[config.mk]
export PLATFORM = sky130hd
export DESIGN_NAME = avalon_sdram_arbiter
export DESIGN_NICKNAME = d
export VERILOG_FILES = /design/src/rtl/avalon_sdram_arbiter.sv
export SDC_FILE = /design/constraint.sdc
export NUM_CORES = 1
export LEC_CHECK = 0
export ABC_AREA = 1
export CAP_MARGIN = 40
export CORE_MARGIN = 3
export CORE_UTILIZATION = 29
export DETAILED_ROUTE_END_ITERATION = 10
export GPL_TIMING_DRIVEN = 1
export PLACE_DENSITY_LB_ADDON = 0.15
export SYNTH_ARGS = -nofsm -noshare
export SYNTH_HDL_FRONTEND = slang
export SYNTH_SLANG_ARGS = --single-unit
export TNS_END_PERCENT = 5
[constraint.sdc]
create_clock -name clk -period 2.8 [get_ports clk]
set_clock_uncertainty 0.2 [all_clocks]
set_input_delay 0.84 -clock clk [delete_from_list [all_inputs] [get_ports clk]]
set_output_delay 0.84 -clock clk [all_outputs]
set_load 0.1 [all_outputs]
[src/rtl/avalon_sdram_arbiter.sv]
// Two-host Avalon-MM arbiter in front of the SDRAM controller slave port.
// Round-robin grant with stall lock; read tags route responses in issue order.
module avalon_sdram_arbiter #(
    parameter int AVS_AW          = 24,
    parameter int AVS_DW          = 16,
    parameter int MAX_OUTSTANDING = 8
) (
    input  logic                  clk,
    input  logic                  reset,
    input  logic                  h0_read,
    input  logic                  h0_write,
    input  logic [AVS_AW-1:0]     h0_address,
    input  logic [AVS_DW-1:0]     h0_writedata,
    input  logic [AVS_DW/8-1:0]   h0_byteenable,
    output logic                  h0_waitrequest,
    output logic [AVS_DW-1:0]     h0_readdata,
    output logic                  h0_readdatavalid,
    input  logic                  h1_read,
    input  logic                  h1_write,
    input  logic [AVS_AW-1:0]     h1_address,
    input  logic [AVS_DW-1:0]     h1_writedata,
    input  logic [AVS_DW/8-1:0]   h1_byteenable,
    output logic                  h1_waitrequest,
    output logic [AVS_DW-1:0]     h1_readdata,
    output logic                  h1_readdatavalid,
    output logic                  m_read,
    output logic                  m_write,
    output logic [AVS_AW-1:0]     m_address,
    output logic [AVS_DW-1:0]     m_writedata,
    output logic [AVS_DW/8-1:0]   m_byteenable,
    input  logic                  m_waitrequest,
    input  logic [AVS_DW-1:0]     m_readdata,
    input  logic                  m_readdatavalid,
    output logic                  err_orphan
);
    localparam int PW = (MAX_OUTSTANDING > 1) ? $clog2(MAX_OUTSTANDING) : 1;
    localparam int CW = PW + 1;

    logic          r_prio;
    logic          r_lock;
    logic          r_lock_id;
    logic          r_err;
    logic [CW-1:0] r_count;
    logic [PW-1:0] r_wptr;
    logic [PW-1:0] r_rptr;
    logic          r_tag [MAX_OUTSTANDING];

    logic w_full;
    logic w_empty;
    logic w_rd0;
    logic w_rd1;
    logic w_cand0;
    logic w_cand1;
    logic w_gv;
    logic w_gid;
    logic w_accept;
    logic w_push;
    logic w_pop;
    logic w_head;

    assign w_full  = (r_count == CW'(MAX_OUTSTANDING));
    assign w_empty = (r_count == '0);
    assign w_head  = r_tag[r_rptr];

    // Write wins when a host raises read and write together.
    assign w_rd0   = h0_read & ~h0_write;
    assign w_rd1   = h1_read & ~h1_write;
    assign w_cand0 = (h0_read | h0_write) & ~(w_rd0 & w_full);
    assign w_cand1 = (h1_read | h1_write) & ~(w_rd1 & w_full);

    always_comb begin
        w_gv  = 1'b0;
        w_gid = 1'b0;
        if (reset) begin
            w_gv = 1'b0;
        end else if (r_lock) begin
            w_gv  = 1'b1;
            w_gid = r_lock_id;
        end else if (w_cand0 && w_cand1) begin
            w_gv  = 1'b1;
            w_gid = r_prio;
        end else if (w_cand0) begin
            w_gv  = 1'b1;
        end else if (w_cand1) begin
            w_gv  = 1'b1;
            w_gid = 1'b1;
        end
    end

    assign m_read       = w_gv & (w_gid ? w_rd1 : w_rd0);
    assign m_write      = w_gv & (w_gid ? h1_write : h0_write);
    assign m_address    = w_gid ? h1_address : h0_address;
    assign m_writedata  = w_gid ? h1_writedata : h0_writedata;
    assign m_byteenable = w_gid ? h1_byteenable : h0_byteenable;

    assign w_accept = (m_read | m_write) & ~m_waitrequest;
    assign w_push   = w_accept & m_read;
    assign w_pop    = m_readdatavalid & ~w_empty;

    assign h0_waitrequest = ~(w_gv & ~w_gid & ~m_waitrequest);
    assign h1_waitrequest = ~(w_gv &  w_gid & ~m_waitrequest);

    assign h0_readdata      = m_readdata;
    assign h1_readdata      = m_readdata;
    assign h0_readdatavalid = ~reset & w_pop & ~w_head;
    assign h1_readdatavalid = ~reset & w_pop &  w_head;
    assign err_orphan       = r_err;

    always_ff @(posedge clk) begin
        if (reset) begin
            r_prio    <= 1'b0;
            r_lock    <= 1'b0;
            r_lock_id <= 1'b0;
            r_err     <= 1'b0;
            r_count   <= '0;
            r_wptr    <= '0;
            r_rptr    <= '0;
        end else begin
            if (w_accept) begin
                r_lock <= 1'b0;
                r_prio <= ~w_gid;
            end else if (m_read | m_write) begin
                // Hold the stalled host's request stable on the master port.
                r_lock    <= 1'b1;
                r_lock_id <= w_gid;
            end
            if (m_readdatavalid && w_empty) begin
                r_err <= 1'b1;
            end
            if (w_push) begin
                r_wptr <= r_wptr + PW'(1);
            end
            if (w_pop) begin
                r_rptr <= r_rptr + PW'(1);
            end
            if (w_push && !w_pop) begin
                r_count <= r_count + CW'(1);
            end else if (w_pop && !w_push) begin
                r_count <= r_count - CW'(1);
            end
        end
    end

    always_ff @(posedge clk) begin
        if (!reset && w_push) begin
            r_tag[r_wptr] <= w_gid;
        end
    end
endmodule
==> reports/metrics.cfg, run 1 <==
[drt]
drt_iter0_markers = 102
routed_wirelength_um = 8957
first_pass_iters = 4
wl_per_cell_um = 15.74
ant_nets = 0
viasPerCell = 4.569
vias = 2600
drcViolationCount = 0

[setup_path]
worstReg2RegStart = r_count[1]
critPathKind = in2out
slowest_stage = buf_12
cp_max_fo = 5
cp.arrival_ps = 2120
path_cells = buf_8 -> inv_4 -> nor2_4 -> nand3_2 -> nand3_2 -> nand3_4 -> buf_12 -> inv_12 -> buf_8 -> clkbuf_16 -> nand2_4 -> nand2_8 -> buf_12
max_stage_delay_ps = 170
cp.required_ps = 1760
crit_path_end_kind = output pin
cp-start-kind = input port
cp-startpoint = h0_read

[clock_tree]
cts_max_level = 1
clk_latency_ps = 260
clk_pin_slew_ps = 90
cts_sinks = 25
cts-root-buf = clkbuf_8
cts_made_buffers = 3
tritoncts = done
clock_path_buffers = 2

[sta]
worst_slew_pin_slew_ps = 307.7
hold_violations = 0
rsz0062_at_grt = true
fin_crit_ps = 3163
timing.final.crit_share_pct = 113.0
finalWorstSetupSlack_ps = -362.7
drv_slew = 0
max_freq_mhz = 316.2
slew_headroom_pct = 79.46
whs_ps = 243.0
setup_viol = 48

[synth]
ys_seq_area_share_pct = 27.02
synth_edf_count = 8
syn-num-nets = 446
synth_area_mm2 = 0.002148
ys_types = 32
synthArstFlopShare_pct = 0
yosys_most_used_dff = dfxtp_1
postSynthCellCount = 332
synth_seq_cells = 25
synth-warning-count = 0
syn_area_per_cell_um2 = 6.471

[placed_design]
io_buffers = 140
dpl_cell_area_mm2 = 0.004798
dp_hpwl_um = 6690
place_congestion = 0.8355
dp_cells = 553

[floorplanning]
die_h_um = 92.07
num_rows = 30
die_w_um = 92.07
io_pins = 189
initial_core_util_pct = 30.77
dieArea_mm2 = 0.008477
coreArea_mm2 = 0.006982

[pwr]
p_leak_uw = 0.002250
ir_drop_uv = 423.0
power_density_mw_per_mm2 = 684.5

[global_route]
track_usage_pct = 20.08
use_met3_pct = 3.035
grt_util_met2_pct = 41.42
busiest_layer = met2
grt_pass1_vias = 2674
antenna_found_initial = 0
gr-total-overflow = 0
grt_max_degree = 22
met1_usage_pct = 20.66
grt_pass1_wl_um = 13390

[finish]
final_area_mm2 = 0.005354
drive_above_1_share_pct = 50.95
instances_no_fill = 569
finalNetCount = 588
syn_to_final_growth_pct = 149.2
n_antenna_cell = 0

[flow_run]
drv_cap = 0

[worst_hold_path]
worstHoldStart = r_rptr[2]
hold_class = reg2reg

[run_status]
failed_checks = negative setup slack
status = finished, violations left

## layout make-up
| class | count | area (um^2) |
|---|---|---|
| clock buffer | 4 | 45.04 |
| fill | 453 | 1628 |
| inverter | 24 | 112.6 |
| multi-input combinational | 240 | 2141 |
| sequential | 25 | 580.6 |
| tap | 96 | 120.1 |
| timing repair buffer | 180 | 2355 |
## layout by cell type, fill, tap and decap left out, drive strengths merged, types with 2 or more instances in the layout
cell type,instances
nand2,156
nor2,30
clkbuf,5
nand4,4
buf,91
xor2,2
nand3,9
dlygate4sd2,2
clkdlybuf4s50,84
edfxtp,8
a21oi,13
ha,5
dfxtp,17
o21ai,11
clkinvlp,2
nor3,4
inv,22
clkdlybuf4s15,2
## cell usage after synthesis (4+ instances only)
library cell	instances	share of area, %
buf_4	33	12
nand2_4	5	2.6
buf_2	8	1.9
a21oi_1	11	2.6
nor2_1	21	3.7
inv_1	23	4.0
dfxtp_1	17	16
nor2_2	6	1.7
o21ai_0	10	2.3
nand4_1	4	1.2
nand2_2	5	1.5
edfxtp_1	8	11
ha_1	5	2.9
nand2_1	146	26
nor3_1	4	0.93
nand3_1	6	1.4
## worst max-delay path: cells and delay by family
family                 cells  cell delay [ps]
buffers and inverters      7              770
and+or+nand+nor            6              500
## routing by layer
metal | wire [um] | vias to the layer above
met5 | 0 | -
met4 | 132 | 0
met3 | 397 | 15
met2 | 5470 | 76
met1 | 2955 | 1222
li1 | - | 1287
## stage by stage
stage	setup slack (ps)	power (uW)	setup TNS, ps	utilization, %
floorplan	-189.1	2482	-6243	-
global route	-398.9	3821	-16160	76.68
CTS	-412.1	3615	-13530	74.73
detailed placement	-848.0	3201	-40620	68.73
global placement	-746.4	3155	-37150	68.73
finish	-362.7	3664	-13710	76.68
## final timing paths
| check | to | slack [ps] | depth (start not counted) |
|---|---|---|---|
| max reg2reg | r_count[3] | 70 | 20 |
| min reg2reg | flop | 240 | 1 |
| max | m_address[14] | -360 | 13 |
| min | flop | 240 | 1 |
## timing repair
action | in CTS | in global routing
gates cloned | 4 | 1
hold buffers | 0 | 0
buffers inserted | 7 | 0
gates resized for setup | 84 | 38
setup endpoints to repair | 54 | 49
pin swaps | 7 | 2
## kinds of logic after synthesis
logic type                 synth area share, %
AOI/OAI and AO/OA                        6.640
xor gates and xnor gates                0.8155
adders and majority gates                3.844
buffers and inverters                    18.40
DFF                                      27.02
muxes                                   0.4659
and+or+nand+nor                          42.81
## report_power, final
part	switching (uW)	internal [uW]
logic	1770	1160
clock network	115	102
registers	68.7	446
Power figures use the tool's default switching activity.
==> inputs of run 2 (changes only) <==
Settings changed: CORE_UTILIZATION 29 to 35.
Clock period 2.8 ns to 3.8 ns, I/O delays scaled along.
==> reports/metrics.cfg, run 2 (same netlist as run 1, synthesis figures left out) <==
[run_status]
status = complete, no violations

[clock_tree]
cts_max_level = 1
clk_latency_ps = 270
clock_path_buffers = 2
cts_made_buffers = 3
cts-root-buf = clkbuf_8
clk_pin_slew_ps = 90
tritoncts = done
cts_sinks = 25

[floorplanning]
dieArea_mm2 = 0.007114
io_pins = 189
die_h_um = 84.35
num_rows = 27
coreArea_mm2 = 0.005709
die_w_um = 84.35
initial_core_util_pct = 37.63

[sta]
slew_headroom_pct = 77.13
drv_slew = 0
setup_viol = 0
finalWorstSetupSlack_ps = 56.66
whs_ps = 249.5
timing.final.crit_share_pct = 98.51
fin_crit_ps = 3743
fin_setup_tns_ps = 0
worst_slew_pin_slew_ps = 339.4
max_freq_mhz = 267.1
rsz0062_at_grt = false
hold_violations = 0

[placed_design]
dpl_cell_area_mm2 = 0.004005
dp_hpwl_um = 6492
io_buffers = 140
pre_cts_ws_ps = -392.5
place_congestion = 0.8452

[pwr]
p_comb_share_pct = 76.3
power_density_mw_per_mm2 = 545.7
p_switching_uw = 1248
p_leak_uw = 0.001937
swShare_pct = 54.20
p_clk_share_pct = 7.1
p_int_uw = 1055
ir_drop_uv = 307.5
p_seq_share_pct = 16.6
total_power_uw = 2303

[global_route]
antenna_found_initial = 0
met1_usage_pct = 22.04
grt_pass1_wl_um = 12320
grt_util_met2_pct = 39.89
grt_max_degree = 31
busiest_layer = met2
track_usage_pct = 21.52
use_met3_pct = 7.556
grt_pass1_vias = 2563
gr-total-overflow = 0

[setup_path]
cp.required_ps = 2460
cp.arrival_ps = 2400
crit_path_end_kind = output pin
path_common_cell = nand2_4
max_stage_delay_ps = 220
slowest_stage = clkdlybuf4s15_1
cp-start-kind = input port
path_cells = clkdlybuf4s15_1 -> a21oi_2 -> nand3_4 -> buf_6 -> buf_4 -> nand2_4 -> nand2_4 -> inv_2 -> buf_12
critPathKind = in2out
cp_max_fo = 4

[drt]
routed_wirelength_um = 7938
viasPerCell = 4.700
ant_nets = 0
drcViolationCount = 0
drt_iter0_markers = 71
first_pass_iters = 5
wl_per_cell_um = 14.98
vias = 2491

[finish]
final_area_mm2 = 0.004220
fillers = 420
finalNetCount = 573
layout_common_cells = nand2_1, clkdlybuf4s50_1, buf_12
syn_to_final_growth_pct = 96.45
n_antenna_cell = 0
layout_commonest_cell = nand2_1
drive_above_1_share_pct = 31.00

[flow_run]
drv_cap = 0

[worst_hold_path]
hold_class = reg2reg

## run 2: critical path, delay by kind of cell
family          cells  cell delay, ps
compound gates      1             220
simple gates        3             290
buf+inv             5             750
## run 2: area by class of cell
type	count	area (um^2)	area share (%)
Sequential cell	25	580.6	13.76
Clock buffer	3	41.29	0.9784
Tap cell	72	90.09	2.135
Clock inverter	1	7.507	0.1779
Multi-Input combinational cell	240	1277	30.27
Timing Repair Buffer	165	2126	50.37
Inverter	24	97.59	2.312
## run 2: layer usage
metal,part of all wire [%],vias to the layer above
li1,-,1255
met1,34,1099
met2,54,107
met3,9.0,30
met4,3.3,0
met5,0,-
## run 2: what timing repair did
item / in CTS / in global routing
endpoints found under the setup margin: 47 / 45
setup buffers: 4 / 0
hold buffers: 0 / 0
resized for setup: 46 / 14
gates cloned: 1 / 0
pin swaps: 4 / 2
## run 2: worst paths after layout
path,start,end,slack [ps],cells after the start
setup reg to reg,r_count[0],r_count[3],900,19
hold reg to reg,r_rptr[2],flop,250,1
hold / removal,r_rptr[2],flop,250,1
setup / recovery,reset,m_write,60,9
## run 2: metrics by stage
step	util, %	instances
after global placement	70.15	522
final	73.92	530
after floorplan	-	332
after detailed placement	70.15	522
after global routing	73.92	530
after CTS	73.50	530
## run 2: power groups by stage
stage	Clock, uW	Combinational [uW]	Sequential, uW
final	164	1760	382
after global routing	177	1840	391
after CTS	166	1750	381
after detailed placement	0	1690	388
after global placement	0	1670	383
after floorplan	0	1180	404
